[config.mk]
export PLATFORM = sky130hd
export DESIGN_NAME = ldm_stm_sequencer_flat
export DESIGN_NICKNAME = d
export VERILOG_FILES = /design/src/rtl/ldm_stm_sequencer_if.sv /design/src/rtl/ldm_stm_sequencer.sv /design/src/flat_wrapper.sv
export SDC_FILE = /design/constraint.sdc
export NUM_CORES = 1
export LEC_CHECK = 0
export ABC_AREA = 1
export CAP_MARGIN = 40
export CORE_MARGIN = 4
export CORE_UTILIZATION = 50
export CTS_CLUSTER_DIAMETER = 200
export DETAILED_ROUTE_END_ITERATION = 10
export PLACE_DENSITY = 0.77
export SETUP_SLACK_MARGIN = 0.4
export SLEW_MARGIN = 25
export SYNTH_ARGS = -nofsm -noshare
export SYNTH_HDL_FRONTEND = slang
export SYNTH_SLANG_ARGS = --single-unit
[constraint.sdc]
create_clock -name clk -period 7.6 [get_ports clk]
set_input_delay 2.28 -clock clk [delete_from_list [all_inputs] [get_ports clk]]
set_output_delay 2.28 -clock clk [all_outputs]
set_load 0.03 [all_outputs]
[src/rtl/ldm_stm_sequencer_if.sv]
// ---------------------------------------------------------------------------
// ldm_stm_sequencer_if
// Data-memory request/acknowledge bus between the load/store-multiple
// sequencer (master) and the data memory (slave).
//
// Signals:
//   memReq    master -> slave  beat request, held until acknowledged
//   memWe     master -> slave  1 = write beat, 0 = read beat
//   memAddr   master -> slave  word address of the current beat
//   memWdata  master -> slave  store data
//   memAck    slave -> master  beat completes on the edge where req && ack
//   memRdata  slave -> master  load data, valid while memAck is high
// ---------------------------------------------------------------------------
interface ldm_stm_sequencer_if;
  logic        memReq;
  logic        memWe;
  logic [31:0] memAddr;
  logic [31:0] memWdata;
  logic        memAck;
  logic [31:0] memRdata;

  // The sequencer drives the request side and samples the response side.
  modport master (
    output memReq,
    output memWe,
    output memAddr,
    output memWdata,
    input  memAck,
    input  memRdata
  );

  // The memory sees the request side and answers with ack/data.
  modport slave (
    input  memReq,
    input  memWe,
    input  memAddr,
    input  memWdata,
    output memAck,
    output memRdata
  );
endinterface

[src/rtl/ldm_stm_sequencer.sv]
// ---------------------------------------------------------------------------
// ldm_stm_sequencer
// Multi-cycle load/store-multiple engine. Takes a 16-bit register list and a
// base address, walks the list one register per memory beat (ascending
// register index at ascending address), then optionally writes the final
// address back to the base register.
//
// Ports:
//   clk          clock, all state changes on posedge
//   reset        synchronous, active-high
//   i_start      request pulse, only looked at in IDLE
//   i_isLoad     1 = LDM, 0 = STM
//   i_regList    bit i set -> transfer Ri
//   i_rn         base register index
//   i_base       current value of Rn
//   i_up         1 = increment, 0 = decrement
//   i_pre        1 = adjust before, 0 = after
//   i_wb         write final address back to Rn
//   o_busy       high in every state except IDLE
//   o_done       one-cycle completion pulse
//   o_rfRaddr    register-file read address (stores)
//   i_rfRdata    register-file read data, combinational from o_rfRaddr
//   o_rfWe       register-file write enable
//   o_rfWaddr    register-file write address
//   o_rfWdata    register-file write data
//   memBus       data-memory request/ack bus (master side)
// ---------------------------------------------------------------------------
module ldm_stm_sequencer (
  input  logic                        clk,
  input  logic                        reset,
  input  logic                        i_start,
  input  logic                        i_isLoad,
  input  logic [15:0]                 i_regList,
  input  logic [3:0]                  i_rn,
  input  logic [31:0]                 i_base,
  input  logic                        i_up,
  input  logic                        i_pre,
  input  logic                        i_wb,
  output logic                        o_busy,
  output logic                        o_done,
  output logic [3:0]                  o_rfRaddr,
  input  logic [31:0]                 i_rfRdata,
  output logic                        o_rfWe,
  output logic [3:0]                  o_rfWaddr,
  output logic [31:0]                 o_rfWdata,
  ldm_stm_sequencer_if.master         memBus
);

  typedef enum logic [2:0] {
    IDLE,
    CALC,
    XFER,
    WB,
    DONE
  } state_t;

  state_t      r_state;
  state_t      w_nextState;

  logic        r_isLoad;
  logic [15:0] r_regList;
  logic [15:0] r_remain;
  logic [3:0]  r_rn;
  logic [31:0] r_base;
  logic        r_up;
  logic        r_pre;
  logic        r_wb;
  logic [31:0] r_addr;
  logic [31:0] r_final;

  logic [4:0]  w_count;
  logic [31:0] w_span;
  logic [31:0] w_startAddr;
  logic [31:0] w_finalAddr;
  logic [3:0]  w_cur;
  logic [15:0] w_lowBit;
  logic [15:0] w_remainNext;
  logic        w_wbBlocked;

  // Register count and the address arithmetic derived from it. The four
  // addressing modes all reduce to "lowest transferred address" so that the
  // beat loop can always step upwards by 4.
  always_comb begin
    w_count = 5'd0;
    for (int i = 0; i < 16; i++) begin
      w_count = w_count + {4'd0, r_regList[i]};
    end
    w_span = {25'd0, w_count, 2'b00};
    case ({r_up, r_pre})
      2'b10:   w_startAddr = r_base;
      2'b11:   w_startAddr = r_base + 32'd4;
      2'b00:   w_startAddr = r_base - w_span + 32'd4;
      default: w_startAddr = r_base - w_span;
    endcase
    w_finalAddr = r_up ? (r_base + w_span) : (r_base - w_span);
  end

  // Pick the lowest register still pending. The one-hot isolate trick
  // (x & -x) gives the bit to clear once the beat is acknowledged.
  always_comb begin
    w_cur = 4'd0;
    for (int i = 15; i >= 0; i--) begin
      if (r_remain[i]) begin
        w_cur = 4'(i);
      end
    end
    w_lowBit     = r_remain & (~r_remain + 16'd1);
    w_remainNext = r_remain & ~w_lowBit;
    w_wbBlocked  = r_isLoad && r_regList[r_rn];
  end

  // State register.
  always_ff @(posedge clk) begin
    if (reset) begin
      r_state <= IDLE;
    end else begin
      r_state <= w_nextState;
    end
  end

  // Operand latch and beat bookkeeping. Everything the operation needs is
  // captured at the start edge so the decode side is free afterwards; the
  // address and pending list only move on an acknowledged beat.
  always_ff @(posedge clk) begin
    if (reset) begin
      r_isLoad  <= 1'b0;
      r_regList <= 16'd0;
      r_remain  <= 16'd0;
      r_rn      <= 4'd0;
      r_base    <= 32'd0;
      r_up      <= 1'b0;
      r_pre     <= 1'b0;
      r_wb      <= 1'b0;
      r_addr    <= 32'd0;
      r_final   <= 32'd0;
    end else begin
      case (r_state)
        IDLE: begin
          if (i_start) begin
            r_isLoad  <= i_isLoad;
            r_regList <= i_regList;
            r_remain  <= i_regList;
            r_rn      <= i_rn;
            r_base    <= i_base;
            r_up      <= i_up;
            r_pre     <= i_pre;
            r_wb      <= i_wb;
          end
        end
        CALC: begin
          r_addr  <= w_startAddr;
          r_final <= w_finalAddr;
        end
        XFER: begin
          if (memBus.memAck) begin
            r_remain <= w_remainNext;
            r_addr   <= r_addr + 32'd4;
          end
        end
        default: begin
        end
      endcase
    end
  end

  // Next state and all outputs. Outputs are zero outside the states that
  // own them, so the load write (XFER) and base writeback (WB) can never
  // overlap. Writes and the done pulse are suppressed during a reset cycle
  // so an aborted operation leaves no partial side effects.
  always_comb begin
    w_nextState     = r_state;
    o_busy          = (r_state != IDLE);
    o_done          = 1'b0;
    o_rfRaddr       = 4'd0;
    o_rfWe          = 1'b0;
    o_rfWaddr       = 4'd0;
    o_rfWdata       = 32'd0;
    memBus.memReq   = 1'b0;
    memBus.memWe    = 1'b0;
    memBus.memAddr  = 32'd0;
    memBus.memWdata = 32'd0;

    case (r_state)
      IDLE: begin
        if (i_start) begin
          w_nextState = CALC;
        end
      end
      CALC: begin
        w_nextState = (w_count == 5'd0) ? DONE : XFER;
      end
      XFER: begin
        memBus.memReq  = 1'b1;
        memBus.memWe   = !r_isLoad;
        memBus.memAddr = r_addr;
        if (r_isLoad) begin
          o_rfWe    = memBus.memAck;
          o_rfWaddr = w_cur;
          o_rfWdata = memBus.memRdata;
        end else begin
          o_rfRaddr       = w_cur;
          memBus.memWdata = i_rfRdata;
        end
        if (memBus.memAck && (w_remainNext == 16'd0)) begin
          w_nextState = WB;
        end
      end
      WB: begin
        if (r_wb && !w_wbBlocked) begin
          o_rfWe    = 1'b1;
          o_rfWaddr = r_rn;
          o_rfWdata = r_final;
        end
        w_nextState = DONE;
      end
      DONE: begin
        o_done      = 1'b1;
        w_nextState = IDLE;
      end
      default: begin
        w_nextState = IDLE;
      end
    endcase

    if (reset) begin
      o_rfWe = 1'b0;
      o_done = 1'b0;
    end
  end

endmodule

[src/flat_wrapper.sv]
// flat-port wrapper written by rule: the top's interface ports become plain ports
module ldm_stm_sequencer_flat 
  (clk, reset, i_start, i_isLoad, i_regList, i_rn, i_base, i_up, i_pre, i_wb, o_busy, o_done, o_rfRaddr, i_rfRdata, o_rfWe, o_rfWaddr, o_rfWdata, memBus_memReq, memBus_memWe, memBus_memAddr, memBus_memWdata, memBus_memAck, memBus_memRdata);
  ldm_stm_sequencer_if memBus_i ();
  input  logic clk;
  input  logic reset;
  input  logic i_start;
  input  logic i_isLoad;
  input  logic [15:0] i_regList;
  input  logic [3:0] i_rn;
  input  logic [31:0] i_base;
  input  logic i_up;
  input  logic i_pre;
  input  logic i_wb;
  output logic o_busy;
  output logic o_done;
  output logic [3:0] o_rfRaddr;
  input  logic [31:0] i_rfRdata;
  output logic o_rfWe;
  output logic [3:0] o_rfWaddr;
  output logic [31:0] o_rfWdata;
  output wire logic [$bits(memBus_i.memReq)-1:0] memBus_memReq;
  output wire logic [$bits(memBus_i.memWe)-1:0] memBus_memWe;
  output wire logic [$bits(memBus_i.memAddr)-1:0] memBus_memAddr;
  output wire logic [$bits(memBus_i.memWdata)-1:0] memBus_memWdata;
  input wire logic [$bits(memBus_i.memAck)-1:0] memBus_memAck;
  input wire logic [$bits(memBus_i.memRdata)-1:0] memBus_memRdata;
  assign memBus_memReq = memBus_i.memReq;
  assign memBus_memWe = memBus_i.memWe;
  assign memBus_memAddr = memBus_i.memAddr;
  assign memBus_memWdata = memBus_i.memWdata;
  assign memBus_i.memAck = memBus_memAck;
  assign memBus_i.memRdata = memBus_memRdata;
  ldm_stm_sequencer u_core (.clk(clk), .reset(reset), .i_start(i_start), .i_isLoad(i_isLoad), .i_regList(i_regList), .i_rn(i_rn), .i_base(i_base), .i_up(i_up), .i_pre(i_pre), .i_wb(i_wb), .o_busy(o_busy), .o_done(o_done), .o_rfRaddr(o_rfRaddr), .i_rfRdata(i_rfRdata), .o_rfWe(o_rfWe), .o_rfWaddr(o_rfWaddr), .o_rfWdata(o_rfWdata), .memBus(memBus_i));
endmodule
==> out/metrics.cfg <==
[critical_path]
cp-end-kind = flop
startpoint_type = flop
worst_ep_arrival_time_ps = 7080
critPathRequiredTime_ps = 7970
worstRegToRegCells = 33
cpMostUsedCell = nand2_1
slowest_delay_ps = 520
slowest_stage = fa_1
crit_fanout = 10
critPathKind = reg -> reg

[logic_synthesis]
synth.top_cells.by_area = dfxtp_1 (23%), nand2_1 (16%), a21oi_1 (8.1%)
synth.most_common_cell = nand2_1
ys_warn_count = 0
ys_ff_latch = 139
synth_cells = 2074
synthFlopType = dfxtp_1
async_flop_share_pct = 0
yosysSeqAreaShare_pct = 23.1
synth_fp_nets = 2231
synthTopCellsByCount = nand2_1 (530), nor2_1 (241), inv_1 (204)
synth_edf_count = 0
yosysTopAreaCell = dfxtp_1
syn_avg_cell_area_sq_um = 5.82
yosysTopAreaCellShare_pct = 23.1
ys_types = 42
synth_area_sq_um = 12100

[floorplan]
die_w_um = 163
die_h_um = 163
core_area_sq_um = 23600
row_count = 56
initial_core_util_pct = 51.1
io_pins = 233
dieArea_sq_um = 26700

[cells_and_area]
final_cells = 2564
final_area_sq_um = 15200
drive_gt1_share_pct = 5.48
syn2layout_area_growth_pct = 26.2
nets = 2389
insertedDiodeCount = 0
utilization_pct = 64.5

[min_path]
hp-class = reg -> reg
min_path_cells = 2

[routing]
drc = 0
drtIter0Drc = 1689
vias_per_cell = 5.86
drt_wl_total_um = 51100
first_pass_iters = 6
avgRoutedWirePerCell_um = 19.9
vias = 15000
ant_nets = 0

[timing]
hold_viol = 0
slew_viol_final = 0
fin_crit_sh_pct = 88.2
period_needed_ps = 6700
skew_ps = 15.6
finalSetupViolations = 0
slew_headroom_pct = 45.4
tightest_slew_ps = 818
finalSetupTns_ps = 0
fmax_ghz = 0.149
rsz0062_at_grt = false

[global_route]
use_met1_pct = 48.6
antenna_found_initial = 0
grt.overflow.total = 0
grt_max_degree = 103
grt_pass1_wl_um = 78200
use_met3_pct = 6.66
grt_pass1_vias = 14100
track_usage_pct = 37.3
grt_util_met2_pct = 60.2
grt-busiest-layer = met2

[clocking]
worstSkewPairLatency_ps = 440
clk_pin_slew_ps = 70
cts_tree = built
ctsRootBufferMaster = clkbuf_16
cts_inserted_buffers = 17
htreeDepth = 4
cts_setup_buffers = 0
clock_sinks = 139
cts_buffer_depth = 2

[run_status]
status = completed

[placed_design]
place_inst = 2525
place_congestion = 1.07
dp_hpwl_um = 38800
placed_area_sq_um = 14500
port_buffers = 232

[run]
cap_violations = 0

[power_and_ir_drop]
p_leak_nw = 6.32
power_frac_seq_pct = 17.6
swShare_pct = 58.2
p_switching_mw = 4.12
peakVddDrop_mv = 0.688
p_clk_share_pct = 12.4
comb_power_share_pct = 70.0
p_int_mw = 2.96
power_per_cell_area_nw_per_um2 = 465

cells in the final DEF, fill, tap and decap left out, drive strengths merged, types with 20 or more instances in the layout:
cell type / netlist / layout
inv: 217 / 224
clkdlybuf4s50: 0 / 232
buf: 28 / 26
a32o: 27 / 27
dfxtp: 139 / 139
nor2: 265 / 265
o211ai: 34 / 34
xor2: 36 / 36
o21ai: 172 / 172
nand2: 543 / 543
nor3: 37 / 37
a31oi: 20 / 20
a21oi: 198 / 198
nand4: 27 / 27
nand3: 159 / 159
ha: 21 / 21
sequential cells by signal, summed over array words and instances, names as in the netlist:
register and flops:
u_core.r_up 1, u_core.r_state 3, u_core.r_isLoad 1, u_core.r_addr 32, u_core.r_remain 16, u_core.r_final 32
u_core.r_wb 1, u_core.r_pre 1, u_core.r_rn 4, u_core.r_regList 16, u_core.r_base 32
per-stage QoR:
stage	setup slack, ps	power, mW	hold WS (ps)
6_report	897	7.08	473
5_1_grt	418	7.63	491
4_1_cts	864	6.90	474
3_5_place_dp	883	6.01	465
3_3_place_gp	955	5.92	449
2_1_floorplan	1830	4.51	440
power groups by stage:
stage	Combinational (mW)	Sequential, mW	Clock, mW
detailed placement	4.76	1.25	0
finish	4.95	1.25	0.874
global placement	4.68	1.24	0
CTS	4.80	1.23	0.874
global route	5.45	1.27	0.905
floorplan	3.41	1.10	0
cell type report:
type	instances	area, sq um
clock buffers	17	425
clock inverters	15	180
fillers	2237	8380
inverters	224	841
multi-input cells	1592	7980
flip-flops and latches	139	2780
well taps	319	399
repair buffers	258	2630
routing by layer:
layer / up-vias / routed length (um)
met1: 6858 / 20500
met5: - / 0
met2: 821 / 23200
met4: 0 / 2500
met3: 176 / 4840
li1: 7176 / -
worst max-delay path, delay by kind of cell, from the launching register on:
kind / cells / cell delay (ps)
flops: 1 / 330
buf+inv: 6 / 360
compound gates: 2 / 340
fa+ha+maj: 8 / 3510
simple gates: 17 / 2120
logic make-up after synthesis:
kind of cell,count (synthesis),synth area share [%]
buffers and inverters,343,11.0
AND/OR/NAND/NOR,1046,36.7
flip-flops,139,23.1
AO/OA/AOI/OAI,477,22.4
XOR/XNOR,36,2.61
adder cells (fa/ha/maj),33,4.17
what timing repair did:
item	CTS	global route
hold endpoints to repair	0	0
setup endpoints to repair	0	4
hold buffers	0	0
gates resized for setup	0	1
final timing paths:
kind	startpoint	end	slack, ps
min reg2reg	u_core.r_final[17]$_SDFFE_PP0P_	u_core.r_final[17]$_SDFFE_PP0P_	470
max reg2reg	u_core.r_regList[0]$_SDFFE_PP0P_	u_core.r_addr[23]$_SDFFE_PP0P_	900
max	u_core.r_regList[0]$_SDFFE_PP0P_	u_core.r_addr[23]$_SDFFE_PP0P_	900
min	u_core.r_final[17]$_SDFFE_PP0P_	u_core.r_final[17]$_SDFFE_PP0P_	470
No activity file was read; power rests on OpenSTA's default activity.
==> variant 1: new RTL, same settings <==
Encoding of `state_t`: now Gray code (3 bits for 5 states).
--- a/src/rtl/ldm_stm_sequencer.sv
+++ b/src/rtl/ldm_stm_sequencer.sv
@@ -48,9 +48,9 @@
 
   typedef enum logic [2:0] {
-    IDLE,
-    CALC,
-    XFER,
-    WB,
-    DONE
+    IDLE = 3'b000,
+    CALC = 3'b001,
+    XFER = 3'b011,
+    WB   = 3'b010,
+    DONE = 3'b110
   } state_t;
 
Check against the original RTL: no difference found for any inputs over 4 cycles, from zero or initial values and one cycle with reset high; so few cycles prove little.
==> variant 1 against the unedited design <==
Setup slack got worse by 0.059 ns. Non-clock buffer count decreased by 7. Combinational power increased by 5.5%. Wire length decreased by 1.2%. Power increased by 4.6%. Sequential cell count unchanged. Final area increased by 0.20%. Area after synthesis increased by 0.84%.
==> variant 1: results (changes against the unedited design) <==
stage,metric,value,unit,change
route,dr_total_vias,15052,,was 15031
pwr,p_clk,0.940,mW,was 0.874 mW
global_route,grt_util_met2,0.583,,was 0.602
final_layout,nonClkBufAreaFrac,0.166,,was 0.172
placement,globalplace.congestion,1.09,,was 1.07
sta,fin_ws,0.838,ns,was 0.897 ns
final_layout,nNonClkBuffers,251,,was 258
yosys,synth_fa_ha_area_frac,0.0413,,was 0.0417
pwr,power_frac_seq,0.167,,was 0.176
worst_hold_path,hold_end,u_core.r_base[1],,was u_core.r_final[17]
yosys,synth_nets,2208,,was 2231
placement,hpwlAfterDp,38.0,mm,was 38.8 mm
final_layout,multi_input_area_share,0.529,,was 0.524
global_route,grtUsageTotal,0.366,,was 0.373
global_route,grtUsageMet3,0.0657,,was 0.0666
pwr,ir_drop,0.000381,V,was 0.000688 V
yosys,synth_compound_area_frac,0.228,,was 0.224
worst_hold_path,worstHoldStart,u_core.r_base[1],,was u_core.r_final[17]
outcome,status,completed,,unchanged
yosys,ys_seq_area_frac,0.229,,was 0.231
final_layout,clk_share,0.0419,,was 0.0397
worst_setup_path,reg2reg_depth,29,,was 33
pwr,cellLeakagePower,6.22,nW,was 6.32 nW
route,wl_met1,20.7,mm,was 20.5 mm
route,wl_met3,4.88,mm,was 4.84 mm
placement,place_ws,0.830,ns,was 0.883 ns
sta,tightest_slew,0.762,ns,was 0.818 ns
route,wl_met2,22.8,mm,was 23.2 mm
global_route,grt_pass1_vias,13966,,was 14129
global_route,grt_pass1_wl,77.5,mm,was 78.2 mm
-- variant 1: cell count changes after synthesis, moves of 6 or more --
cell      change
a21oi_1      +13
xor2_1       -13
a221oi_1      +9
nand2_1      -12
nor2_4        +7
a31oi_1       -9
nor3_1        -7
nor2_1       -23
clkbuf_1     -10
o21ai_0      -19
nand3_1      +10
a21oi_2       +6
-- variant 1: metrics by stage --
stage                     utilization  power [mW]  hold slack [ns]  std cells
final                           0.645        7.40            0.469       2536
after global routing            0.645        7.90            0.484       2536
after CTS                       0.641        7.22            0.470       2532
after detailed placement        0.614        6.21            0.460       2500
after global placement          0.612        6.15            0.454       2498
after floorplan                     -        4.75            0.445       2051
-- variant 1: worst max-delay path, delay by kind of cell, from the launching register on --
family | cells | cell delay [ns]
AND/OR/NAND/NOR | 12 | 1.78
AO/OA/AOI/OAI | 4 | 0.77
adder cells (fa/ha/maj) | 8 | 3.55
buffers and inverters | 5 | 0.24
flip-flops | 1 | 0.33
==> variant 2: new RTL, same flow settings <==
Made on the original files. Remove the case item `2'b00` of the case on `{r_up, r_pre}`.
--- a/src/rtl/ldm_stm_sequencer.sv
+++ b/src/rtl/ldm_stm_sequencer.sv
@@ -90,5 +90,4 @@
       2'b10:   w_startAddr = r_base;
       2'b11:   w_startAddr = r_base + 32'd4;
-      2'b00:   w_startAddr = r_base - w_span + 32'd4;
       default: w_startAddr = r_base - w_span;
     endcase
Function: changed (a bounded check fails within 4 cycles, from zero or initial values and one cycle with reset high).
==> variant 2 against the unedited design <==
Via count decreased by 17%. Sequential cell count did not move. Area after synthesis decreased by 12%. Setup slack gained 0.54 ns. Power decreased by 24%. Wire length decreased by 22%. Global-route usage decreased by 4.4 points. Final area fell by 10%. Critical path type is now in2out.
==> variant 2: results (changes against the unedited design) <==
stage,metric,value,unit,change
worst_hold_path,hold_end,u_core.r_addr[0],,was u_core.r_final[17]
sta,relSlewSlack,0.462,,was 0.454
worst_setup_path,startpoint,reset,,was u_core.r_regList[0]
pwr,cellLeakagePower,5.76,nW,was 6.32 nW
route,wl_per_cell,17.9,um,was 19.9 um
final_layout,fin_cells,2226,,was 2564
sta,fin_skew,0.0107,ns,was 0.0156 ns
placement,globalplace.congestion,1.02,,was 1.07
worst_hold_path,worstHoldStart,u_core.r_addr[0],,was u_core.r_final[17]
yosys,synth_area_per_cell,6.02,sq um,was 5.82 sq um
yosys,ys_seq_area_frac,0.262,,was 0.231
worst_setup_path,worstSetupEndpoint,o_done,,was u_core.r_addr[23]
placement,place_ws,1.49,ns,was 0.883 ns
worst_setup_path,cpMaxStageDelayCell,clkdlybuf4s50_1,,was fa_1
yosys,synth_compound_area_frac,0.205,,was 0.224
worst_setup_path,arrival,3.89,ns,was 7.08 ns
worst_setup_path,r2r_slack,1.57,ns,was 0.90 ns
yosys,synth_xor_xnor_area_share,0.0231,,was 0.0261
route,drt_iter0_drc,1168,,was 1689
worst_setup_path,path_delay_family,buffers and inverters,,was adder cells
global_route,grt_max_degree,81,,was 103
worst_setup_path,r2r-end,u_core.r_final[9],,was u_core.r_addr[23]
yosys,synth_common_cells,"nand2_1, inv_1, nor2_1, o21ai_0, a21oi_1",,"was nand2_1, nor2_1, inv_1, a21oi_1, o21ai_0"
outcome,status,completed,,unchanged
sta,fin_crit,6.17,ns,was 6.70 ns
==> variant 2: area by class of cell <==
class | instances | area, sq um
clock inverter | 15 | 205
clock buffer | 17 | 425
fill | 1993 | 7270
sequential | 139 | 2780
tap | 275 | 344
inverter | 234 | 883
multi-input combinational | 1300 | 6570
timing repair buffer | 246 | 2470
==> variant 2: per-layer routing <==
layer / global-route usage / share of wire / vias to the layer above
met2: 0.537 / 0.46 / 539
met3: 0.0560 / 0.069 / 106
met4: 0.159 / 0.050 / 0
met5: 0 / 0 / -
li1: - / - / 6095
met1: 0.421 / 0.42 / 5679
==> variant 2: per-stage QoR <==
stage | utilization | area, sq um
2_1_floorplan | - | 10600
3_5_place_dp | 0.620 | 13000
3_3_place_gp | 0.619 | 13000
6_report | 0.653 | 13700
4_1_cts | 0.650 | 13600
5_1_grt | 0.653 | 13700
